$ cat src/rtl/i2c_seq_pkg.sv
`default_nettype none
// +----------------------------------------------------------------------------+
// | Module      : i2c_seq_pkg                                                  |
// | Description : Shared state encoding, table markers and entry field layout  |
// |               for the I2C init sequencer.                                  |
// |               Optional: I2C_INIT_SEQUENCER_READBACK_EN adds verify states. |
// | Revision    : 1.0 - initial release                                        |
// +----------------------------------------------------------------------------+
package i2c_seq_pkg;

    typedef enum logic [3:0] {
        ST_IDLE             = 4'd0,
        ST_FETCH            = 4'd1,
        ST_DECODE           = 4'd2,
        ST_ISSUE            = 4'd3,
        ST_WAIT_BUSY        = 4'd4,
        ST_WAIT_DONE        = 4'd5,
        ST_CHECK            = 4'd6,
        ST_NEXT             = 4'd7,
        ST_DELAY            = 4'd8,
        ST_DONE             = 4'd9,
`ifdef I2C_INIT_SEQUENCER_READBACK_EN
        ST_ERROR            = 4'd10,
        ST_VERIFY_ISSUE     = 4'd11,
        ST_VERIFY_WAIT_BUSY = 4'd12,
        ST_VERIFY_WAIT_DONE = 4'd13,
        ST_VERIFY_CHECK     = 4'd14
`else
        ST_ERROR            = 4'd10
`endif
    } seq_state_e;

    localparam logic [7:0] SEQ_END_MARKER   = 8'hFF;
    localparam logic [7:0] SEQ_DELAY_MARKER = 8'hFE;

    // Table entry layout: register byte in the upper half, data byte in the lower
    localparam int unsigned ENTRY_REG_MSB  = 15;
    localparam int unsigned ENTRY_REG_LSB  = 8;
    localparam int unsigned ENTRY_DATA_MSB = 7;
    localparam int unsigned ENTRY_DATA_LSB = 0;

endpackage
`default_nettype wire

$ cat src/rtl/i2c_seq_delay_timer.sv
`default_nettype none
// +----------------------------------------------------------------------------+
// | Module      : i2c_seq_delay_timer                                          |
// | Description : Prescaler of DELAY_UNIT_CYCLES plus 8-bit unit down-counter; |
// |               expired is high whenever no units remain.                    |
// | Revision    : 1.0 - initial release                                        |
// +----------------------------------------------------------------------------+
module i2c_seq_delay_timer #(
    parameter int unsigned DELAY_UNIT_CYCLES = 12000
) (
    input  logic       clk,
    input  logic       rst,
    input  logic       load,
    input  logic [7:0] units,
    output logic       expired
);

    localparam int unsigned   c_presc_w    = (DELAY_UNIT_CYCLES > 1) ? $clog2(DELAY_UNIT_CYCLES) : 1;
    localparam logic [c_presc_w-1:0] c_presc_last = c_presc_w'(DELAY_UNIT_CYCLES - 1);

    logic [c_presc_w-1:0] presc_q, presc_d;
    logic [7:0]           units_q, units_d;

    always_comb begin
        presc_d = presc_q;
        units_d = units_q;
        if (load) begin
            presc_d = '0;
            units_d = units;
        end else if (units_q != 8'd0) begin
            if (presc_q == c_presc_last) begin
                presc_d = '0;
                units_d = units_q - 8'd1;
            end else begin
                presc_d = presc_q + 1'b1;
            end
        end
    end

    always_ff @(posedge clk) begin
        if (rst) begin
            presc_q <= '0;
            units_q <= 8'd0;
        end else begin
            presc_q <= presc_d;
            units_q <= units_d;
        end
    end

    assign expired = (units_q == 8'd0);

endmodule
`default_nettype wire

$ cat src/rtl/i2c_init_sequencer.sv
`default_nettype none
// +----------------------------------------------------------------------------+
// | Module      : i2c_init_sequencer                                           |
// | Description : Walks a register-write table through a single-byte I2C       |
// |               master with delays, end marker, NACK retry and status flags. |
// |               Optional: I2C_INIT_SEQUENCER_READBACK_EN verifies each write.|
// | Revision    : 1.0 - initial release                                        |
// +----------------------------------------------------------------------------+
module i2c_init_sequencer
    import i2c_seq_pkg::*;
#(
    parameter int unsigned TABLE_DEPTH       = 64,
    parameter logic [6:0]  DEVICE_ADDRESS    = 7'h21,
    parameter int unsigned MAX_RETRIES       = 3,
    parameter int unsigned DELAY_UNIT_CYCLES = 12000,
    localparam int unsigned IDXW             = (TABLE_DEPTH > 1) ? $clog2(TABLE_DEPTH) : 1
) (
    input  logic            clock,
    input  logic            reset,
    input  logic            start,
    output logic [IDXW-1:0] tableIndex,
    input  logic [15:0]     tableEntry,
    output logic            i2cStartWrite,
    output logic            i2cStartRead,
    output logic [6:0]      i2cAddress,
    output logic [7:0]      i2cRegister,
    output logic [7:0]      i2cData,
    input  logic            i2cBusy,
    input  logic            i2cAckError,
    input  logic [7:0]      i2cDataOut,
    output logic            busy,
    output logic            done,
    output logic            error,
    output logic [IDXW-1:0] failedIndex
);

    localparam int unsigned     c_retry_w       = (MAX_RETRIES > 0) ? $clog2(MAX_RETRIES + 1) : 1;
    localparam logic [c_retry_w-1:0] c_max_retries = c_retry_w'(MAX_RETRIES);
    localparam logic [IDXW-1:0] c_last_index    = IDXW'(TABLE_DEPTH - 1);

    seq_state_e           state_q, state_d;
    logic [IDXW-1:0]      index_q, index_d;
    logic [c_retry_w-1:0] retry_q, retry_d;
    logic                 last_q, last_d;
    logic [7:0]           reg_q, reg_d;
    logic [7:0]           data_q, data_d;
    logic                 done_q, done_d;
    logic                 error_q, error_d;
    logic [IDXW-1:0]      failed_q, failed_d;

    logic                 w_timer_load;
    logic                 w_timer_expired;
    logic                 w_at_last;
    logic [IDXW-1:0]      w_index_inc;

    // The index saturates at the last entry; last_q remembers that so NEXT can stop.
    assign w_at_last   = (index_q == c_last_index);
    assign w_index_inc = w_at_last ? index_q : index_q + 1'b1;

    i2c_seq_delay_timer #(
        .DELAY_UNIT_CYCLES(DELAY_UNIT_CYCLES)
    ) u_delay_timer (
        .clk    (clock),
        .rst    (reset),
        .load   (w_timer_load),
        .units  (tableEntry[ENTRY_DATA_MSB:ENTRY_DATA_LSB]),
        .expired(w_timer_expired)
    );

    always_comb begin
        state_d      = state_q;
        index_d      = index_q;
        retry_d      = retry_q;
        last_d       = last_q;
        reg_d        = reg_q;
        data_d       = data_q;
        done_d       = done_q;
        error_d      = error_q;
        failed_d     = failed_q;
        w_timer_load = 1'b0;

        case (state_q)
            ST_IDLE: begin
                if (start) begin
                    index_d  = '0;
                    retry_d  = '0;
                    last_d   = 1'b0;
                    done_d   = 1'b0;
                    error_d  = 1'b0;
                    failed_d = '0;
                    state_d  = ST_FETCH;
                end
            end
            ST_FETCH: state_d = ST_DECODE;
            ST_DECODE: begin
                reg_d  = tableEntry[ENTRY_REG_MSB:ENTRY_REG_LSB];
                data_d = tableEntry[ENTRY_DATA_MSB:ENTRY_DATA_LSB];
                if (tableEntry[ENTRY_REG_MSB:ENTRY_REG_LSB] == SEQ_END_MARKER) begin
                    done_d  = 1'b1;
                    state_d = ST_DONE;
                end else if (tableEntry[ENTRY_REG_MSB:ENTRY_REG_LSB] == SEQ_DELAY_MARKER) begin
                    w_timer_load = 1'b1;
                    state_d      = ST_DELAY;
                end else begin
                    state_d = ST_ISSUE;
                end
            end
            ST_ISSUE: state_d = ST_WAIT_BUSY;
            ST_WAIT_BUSY: begin
                if (i2cBusy) state_d = ST_WAIT_DONE;
            end
            ST_WAIT_DONE: begin
                if (!i2cBusy) state_d = ST_CHECK;
            end
            ST_CHECK: begin
                if (!i2cAckError) begin
`ifdef I2C_INIT_SEQUENCER_READBACK_EN
                    state_d = ST_VERIFY_ISSUE;
`else
                    index_d = w_index_inc;
                    last_d  = w_at_last;
                    retry_d = '0;
                    state_d = ST_NEXT;
`endif
                end else if (retry_q < c_max_retries) begin
                    retry_d = retry_q + 1'b1;
                    state_d = ST_ISSUE;
                end else begin
                    failed_d = index_q;
                    error_d  = 1'b1;
                    state_d  = ST_ERROR;
                end
            end
`ifdef I2C_INIT_SEQUENCER_READBACK_EN
            ST_VERIFY_ISSUE: state_d = ST_VERIFY_WAIT_BUSY;
            ST_VERIFY_WAIT_BUSY: begin
                if (i2cBusy) state_d = ST_VERIFY_WAIT_DONE;
            end
            ST_VERIFY_WAIT_DONE: begin
                if (!i2cBusy) state_d = ST_VERIFY_CHECK;
            end
            ST_VERIFY_CHECK: begin
                if (!i2cAckError && (i2cDataOut == data_q)) begin
                    index_d = w_index_inc;
                    last_d  = w_at_last;
                    retry_d = '0;
                    state_d = ST_NEXT;
                end else if (retry_q < c_max_retries) begin
                    retry_d = retry_q + 1'b1;
                    state_d = ST_ISSUE;
                end else begin
                    failed_d = index_q;
                    error_d  = 1'b1;
                    state_d  = ST_ERROR;
                end
            end
`endif
            ST_NEXT: begin
                if (last_q) begin
                    done_d  = 1'b1;
                    state_d = ST_DONE;
                end else begin
                    state_d = ST_FETCH;
                end
            end
            ST_DELAY: begin
                if (w_timer_expired) begin
                    index_d = w_index_inc;
                    last_d  = w_at_last;
                    state_d = ST_NEXT;
                end
            end
            ST_DONE:  state_d = ST_IDLE;
            ST_ERROR: state_d = ST_IDLE;
            default:  state_d = ST_IDLE;
        endcase
    end

    always_ff @(posedge clock) begin
        if (reset) begin
            state_q  <= ST_IDLE;
            index_q  <= '0;
            retry_q  <= '0;
            last_q   <= 1'b0;
            reg_q    <= 8'd0;
            data_q   <= 8'd0;
            done_q   <= 1'b0;
            error_q  <= 1'b0;
            failed_q <= '0;
        end else begin
            state_q  <= state_d;
            index_q  <= index_d;
            retry_q  <= retry_d;
            last_q   <= last_d;
            reg_q    <= reg_d;
            data_q   <= data_d;
            done_q   <= done_d;
            error_q  <= error_d;
            failed_q <= failed_d;
        end
    end

    assign tableIndex    = index_q;
    assign i2cStartWrite = (state_q == ST_ISSUE);
    assign i2cAddress    = DEVICE_ADDRESS;
    assign i2cRegister   = reg_q;
    assign i2cData       = data_q;
    assign busy          = (state_q != ST_IDLE) && (state_q != ST_DONE) && (state_q != ST_ERROR);
    assign done          = done_q;
    assign error         = error_q;
    assign failedIndex   = failed_q;

`ifdef I2C_INIT_SEQUENCER_READBACK_EN
    assign i2cStartRead  = (state_q == ST_VERIFY_ISSUE);
`else
    logic w_unused_read_data;
    assign w_unused_read_data = ^i2cDataOut;
    assign i2cStartRead  = 1'b0;
`endif

endmodule
`default_nettype wire

$ cat config.mk
export PLATFORM = sky130hd
export DESIGN_NAME = i2c_init_sequencer
export DESIGN_NICKNAME = d
export VERILOG_FILES = /design/src/rtl/i2c_seq_pkg.sv /design/src/rtl/i2c_seq_delay_timer.sv /design/src/rtl/i2c_init_sequencer.sv
export SDC_FILE = /design/constraint.sdc
export NUM_CORES = 1
export LEC_CHECK = 0
export BUFFER_PORTS_ARGS = -buffer_cell sky130_fd_sc_hd__buf_2
export CORE_MARGIN = 2
export CORE_UTILIZATION = 35
export DETAILED_ROUTE_END_ITERATION = 7
export PLACE_DENSITY = 0.63
export SLEW_MARGIN = 20
export SYNTH_ARGS = -nofsm -noshare
export SYNTH_HDL_FRONTEND = slang
export SYNTH_SLANG_ARGS = --single-unit
export TNS_END_PERCENT = 50
$ cat constraint.sdc
create_clock -name clock -period 6 [get_ports clock]
set_clock_uncertainty 0.15 [all_clocks]
set_input_delay 0.6 -clock clock [delete_from_list [all_inputs] [get_ports clock]]
set_output_delay 0.6 -clock clock [all_outputs]
set_load 0.005 [all_outputs]
# After elaboration in Yosys (flattened, before gate mapping)
# Index checks and enable logic that the tools add are counted.
[totals]
out_inout_bits = 40
word_cells = 97
reg_bits = 59
[classes]
n_reduce_logical = 18
n_lt_le_gt_ge = 1
n_eq_ne = 24
n_addsub = 4
muxes = 39
[ops]
columns = ["operator", "n"]
rows = [
  ["two-way mux 4 bit", 9],
  ["two-way mux 6 bit", 6],
  ["case mux 4 bit (9 select lines)", 1],
  ["two-way mux 8 bit", 3],
  ["case mux 6 bit (3 select lines)", 1],
  ["equality test 4 x 3 -> 1 bit (second input constant)", 4],
  ["equality test 8 bit (second input constant)", 2],
  ["inequality test 2 bit (second input constant)", 8],
  ["AND reduction 4 bit", 4],
  ["adder 14 x 1 -> 14 bit (second input constant)", 1],
  ["equality test 14 bit (second input constant)", 1],
  ["two-way mux 14 bit", 1],
  ["case mux 6 bit (2 select lines)", 1],
  ["two-way mux 1 bit", 10],
  ["equality test 4 x 2 -> 1 bit (second input constant)", 2],
  ["zero test 8 bit", 1],
  ["inequality test 4 bit (second input constant)", 2],
  ["nonzero test 8 bit", 1],
  ["subtractor 8 x 1 -> 8 bit (second input constant)", 1],
  ["adder 6 x 1 -> 6 bit (second input constant)", 1],
  ["equality test 6 bit (second input constant)", 1],
  ["two-way mux 2 bit", 3],
  ["case mux 1 bit (3 select lines)", 2],
  ["nonzero test 2 bit", 3],
  ["15 further kinds", 17],
]

# Logic depth before layout (Yosys ltp)
[depth]
ltp_word = 6
ltp_mapped = 8
mapped_depth_nobuf = 7

# Modules after synthesis
# A second synthesis with hierarchy kept.
[hier_totals]
hier_cells = 383
hier_area_um2 = 3135.5
[modules_own_cells]
columns = ["mod", "n_inst", "cells_each", "area_each_um2", "seq_area_each_um2"]
rows = [
  ["i2c_init_sequencer", 1, 236, 1885.6, 740.7],
  ["i2c_seq_delay_timer", 1, 147, 1249.9, 440.4],
]

# Worst setup path after synthesis
# OpenSTA, ideal clock, no wires.
[synth_timing]
path_type = "reg2reg"
startpoint = "reg u_delay_timer.units_q[0]"
endpoint = "reg last_q"
period_less_slack_ns = 2.014
required_time_ns = 5.785
slack_ns = 3.986
n_path_buf = 0
setup_ns = 0.065
path_stages_with_launch = 8
arrival_ns = 1.799
path_cell_list = "dfxtp_1 inv_1 ha_1 nor3b_2 nand2_2 o31ai_4 mux2_2 nor2_1"
[synth_via]
elab_chain_len = 3
[synth_rtl]
columns = ["element", "line_no", "text"]
rows = [
  ["start: declaration", "i2c_seq_delay_timer.sv:22", "logic [7:0] units_q, units_d;"],
  ["start signal: assignment", "i2c_seq_delay_timer.sv:46", "units_q <= units_d;"],
  ["zero test 8 bit", "i2c_seq_delay_timer.sv:50", "assign expired = (units_q == 8'd0);"],
  ["inequality test 2 x 1 -> 1 bit (no line)", "n/a", ""],
  ["AND reduction 4 bit (no line)", "n/a", ""],
  ["end signal: assignment", "i2c_init_sequencer.sv:194", "last_q <= last_d;"],
  ["end: declaration", "i2c_init_sequencer.sv:44", "logic last_q, last_d;"],
]
# Every way passes these cells.
# A chain may end at the register's enable or synchronous reset.

# Final worst setup path
[layout_timing]
startpoint = "reg state_q[0]"
endpoint = "reg u_delay_timer.presc_q[7]"
[layout_via]
elab_chain_len = 3
[layout_rtl]
columns = ["element", "line_no", "text"]
rows = [
  ["start: declaration", "i2c_init_sequencer.sv:41", "seq_state_e state_q, state_d;"],
  ["start signal: assignment", "i2c_init_sequencer.sv:191", "state_q <= state_d;"],
  ["equality test 4 x 2 -> 1 bit", "i2c_init_sequencer.sv:82", "case (state_q)"],
  ["two-way mux 1 bit", "i2c_init_sequencer.sv:82", ""],
  ["OR reduction 2 bit (no line)", "n/a", ""],
  ["end signal: assignment", "i2c_seq_delay_timer.sv:45", "presc_q <= presc_d;"],
  ["end: declaration", "i2c_seq_delay_timer.sv:21", "logic [c_presc_w-1:0] presc_q, presc_d;"],
]
# Every way passes these cells.

==> reports/results.ini <==
[critical_path]
crit_path_cell_trace=or4b_1 -> nor4_4 -> or2_2 -> nand2b_2 -> nor2_1
worst-r2r-setup-slack_ns=3.13
cpPeakStageDelay_ns=0.95
endpoint_kind=flip-flop
required_ns=6.06
critPathLaunchType=flip-flop
arrival_ns=2.93
critPathMaxFanout=21
critPathKind=flip-flop to flip-flop
cpMaxStageDelayCell=or4b_1
crit_family=simple AND/OR/NAND/NOR gates
crit_buf_inv=0

[timing]
setup_viol=0
rsz0062_at_grt=no
drv_slew=0
timing.setup.tns_ns=0
period_share_pct=47.9
finalCriticalPeriod_ns=2.87
hold_viol=0
worst_slack_ns=3.13
max_freq_mhz=348
worst_slew_margin_rel_pct=50.0
worstMarginPinSlew_ns=0.749

[layout]
mostFrequentLayoutCell=dfxtp_1
antenna-diode-count=0
nNetsFinal=434
drive_gt1_share_pct=22.0
layout_common_cells=dfxtp_1 (59), nand2_1 (55), buf_2 (52)
area_delta_synth_final_pct=15.9

[job]
max_cap_violations=0

[power]
switchingPower_mw=0.254
combPwrFrac_pct=14.1
power_density_mw_per_mm2=271
p_clk_share_pct=39.3
intPower_mw=0.675
power_frac_seq_pct=46.7
p_sw_share_pct=27.3
power.leakage_nw=1.35
vdd_drop_max_uv=166

[floorplan]
die-area_mm2=0.00920
core_region_area_mm2=0.00822
rows=33
initial_core_util_pct=36.0
die_w_um=95.9
io_pins=69
die_height_um=95.9

[cts]
tritoncts=done
post_cts_buffers=0
hold_buffers=0
cts_resized=0
insertion_delay_ns=0.33
cts_buffers=9
clock-sinks=59
clkTransAtPathRegs_ns=0.07
cts_buffer_depth=2
clockRootBuffer=clkbuf_8
cts_max_level=3

[global_route]
grt_pass1_wl_mm=10.4
antenna_found_initial=0
track_usage_pct=14.1
grt_pass1_vias=2262
grt_max_degree=40
grt.overflow.total=0

[yosys]
synth-seq-cells=59
synthFlopType=dfxtp_1
synth_top_area_cell=dfxtp_1
mappedNetlistArea_mm2=0.00296
syn_area_per_cell_um2=8.26
yosys_warnings=0
synth-edff-count=0
netlist_instances=358
netlist.area_leader.share_pct=39.9
synth-seq-area-share_pct=39.9
async_reset_ff_share_pct=0
synthDistinctLibCells=59
synthTopCellsByArea=dfxtp_1 (40%), nand2_1 (7.0%), a21oi_1 (5.1%)

[drt]
drtIter0Drc=83
wirelength_mm=6.27
via_count=2576
detail-route-antenna-nets=0
wire_per_inst_um=12.3
drc=0
firstDrtPassIters=4
vias_per_cell=5.05

[place]
dp_hpwl_mm=4.35
pre_cts_ws_ns=3.11
gp_congestion=0.802
portBuffers=52

[outcome]
status=completed

[min_path]
hold_class=flip-flop to flip-flop

tightest hold or removal path, stage by stage (launching register included):
cell and delay (ns):
dfxtp_1 0.31, nand2_1 0.05, a21oi_1 0.05
worst paths after layout:
check / cells past startpoint / endpoint / startpoint
worst max register to register: 5 / u_delay_timer.presc_q[7] / state_q[0]
worst max-delay path: 5 / u_delay_timer.presc_q[7] / state_q[0]
worst min register to register: 2 / i2cRegister[1] / i2cRegister[1]
worst min-delay path: 2 / i2cRegister[1] / i2cRegister[1]
synthesized netlist by cell type (all sizes together) (3+ instances only):
cell / count
inv: 9
nor3: 7
clkbuf: 11
nor4: 5
xor2: 13
nand3b: 3
and2: 4
nor2: 35
a211oi: 3
mux2: 3
dfxtp: 59
nor2b: 3
ha: 4
a21oi: 31
xnor2: 7
a22oi: 9
buf: 15
nand3: 17
o21ai: 14
or2: 3
nand2b: 3
nand2: 57
nand4: 7
and3: 8
routing by layer:
metal  track usage, %  wire length (µm)  vias to the layer above
li1                 -                 -                     1304
met1             18.1              3000                     1198
met2             22.4              2870                       68
met3             4.23               307                        6
met4             4.76                85                        0
met5                0                 0                        -
layout make-up:
class                           count  area [µm²]
Fill cell                         846        4790
Multi-Input combinational cell    270        1620
Sequential cell                    59        1180
Timing Repair Buffer               52         260
Clock buffer                       11         151
Tap cell                          105         131
Clock inverter                      4        50.0
Inverter                            9        33.8
state kept, by name, indices dropped and copies added (netlist names):
register / cells
done: 1
error: 1
failedIndex: 6
i2cData: 8
i2cRegister: 8
last_q: 1
retry_q: 2
state_q: 4
tableIndex: 6
u_delay_timer.presc_q: 14
u_delay_timer.units_q: 8
power groups by stage:
stage | logic, mW | clock network [mW] | registers, mW
3_3_place_gp | 0.131 | 0 | 0.441
4_1_cts | 0.133 | 0.375 | 0.433
3_5_place_dp | 0.132 | 0 | 0.442
5_1_grt | 0.149 | 0.387 | 0.437
2_1_floorplan | 0.115 | 0 | 0.425
6_report | 0.131 | 0.364 | 0.433
per-stage QoR:
stage	instance area [µm²]	cells	power (mW)	hold WS [ns]	util (%)
final	3430	510	0.928	0.302	41.7
after global placement	3220	495	0.572	0.291	39.2
after floorplan	2980	364	0.540	0.303	-
after global routing	3430	510	0.974	0.323	41.7
after detailed placement	3220	495	0.573	0.294	39.2
after CTS	3430	510	0.940	0.304	41.7
logic make-up after synthesis:
group                    after synthesis  synth area share [%]
AO/OA/AOI/OAI                         70                  15.4
XOR/XNOR                              20                  5.92
adder cells (fa/ha/maj)                4                  1.69
buffers and inverters                 35                  6.09
flip-flops                            59                  39.9
multiplexers                           4                  1.61
other                                  2                 0.254
AND/OR/NAND/NOR                      164                  29.0
No activity file was read; power rests on OpenSTA's default activity.
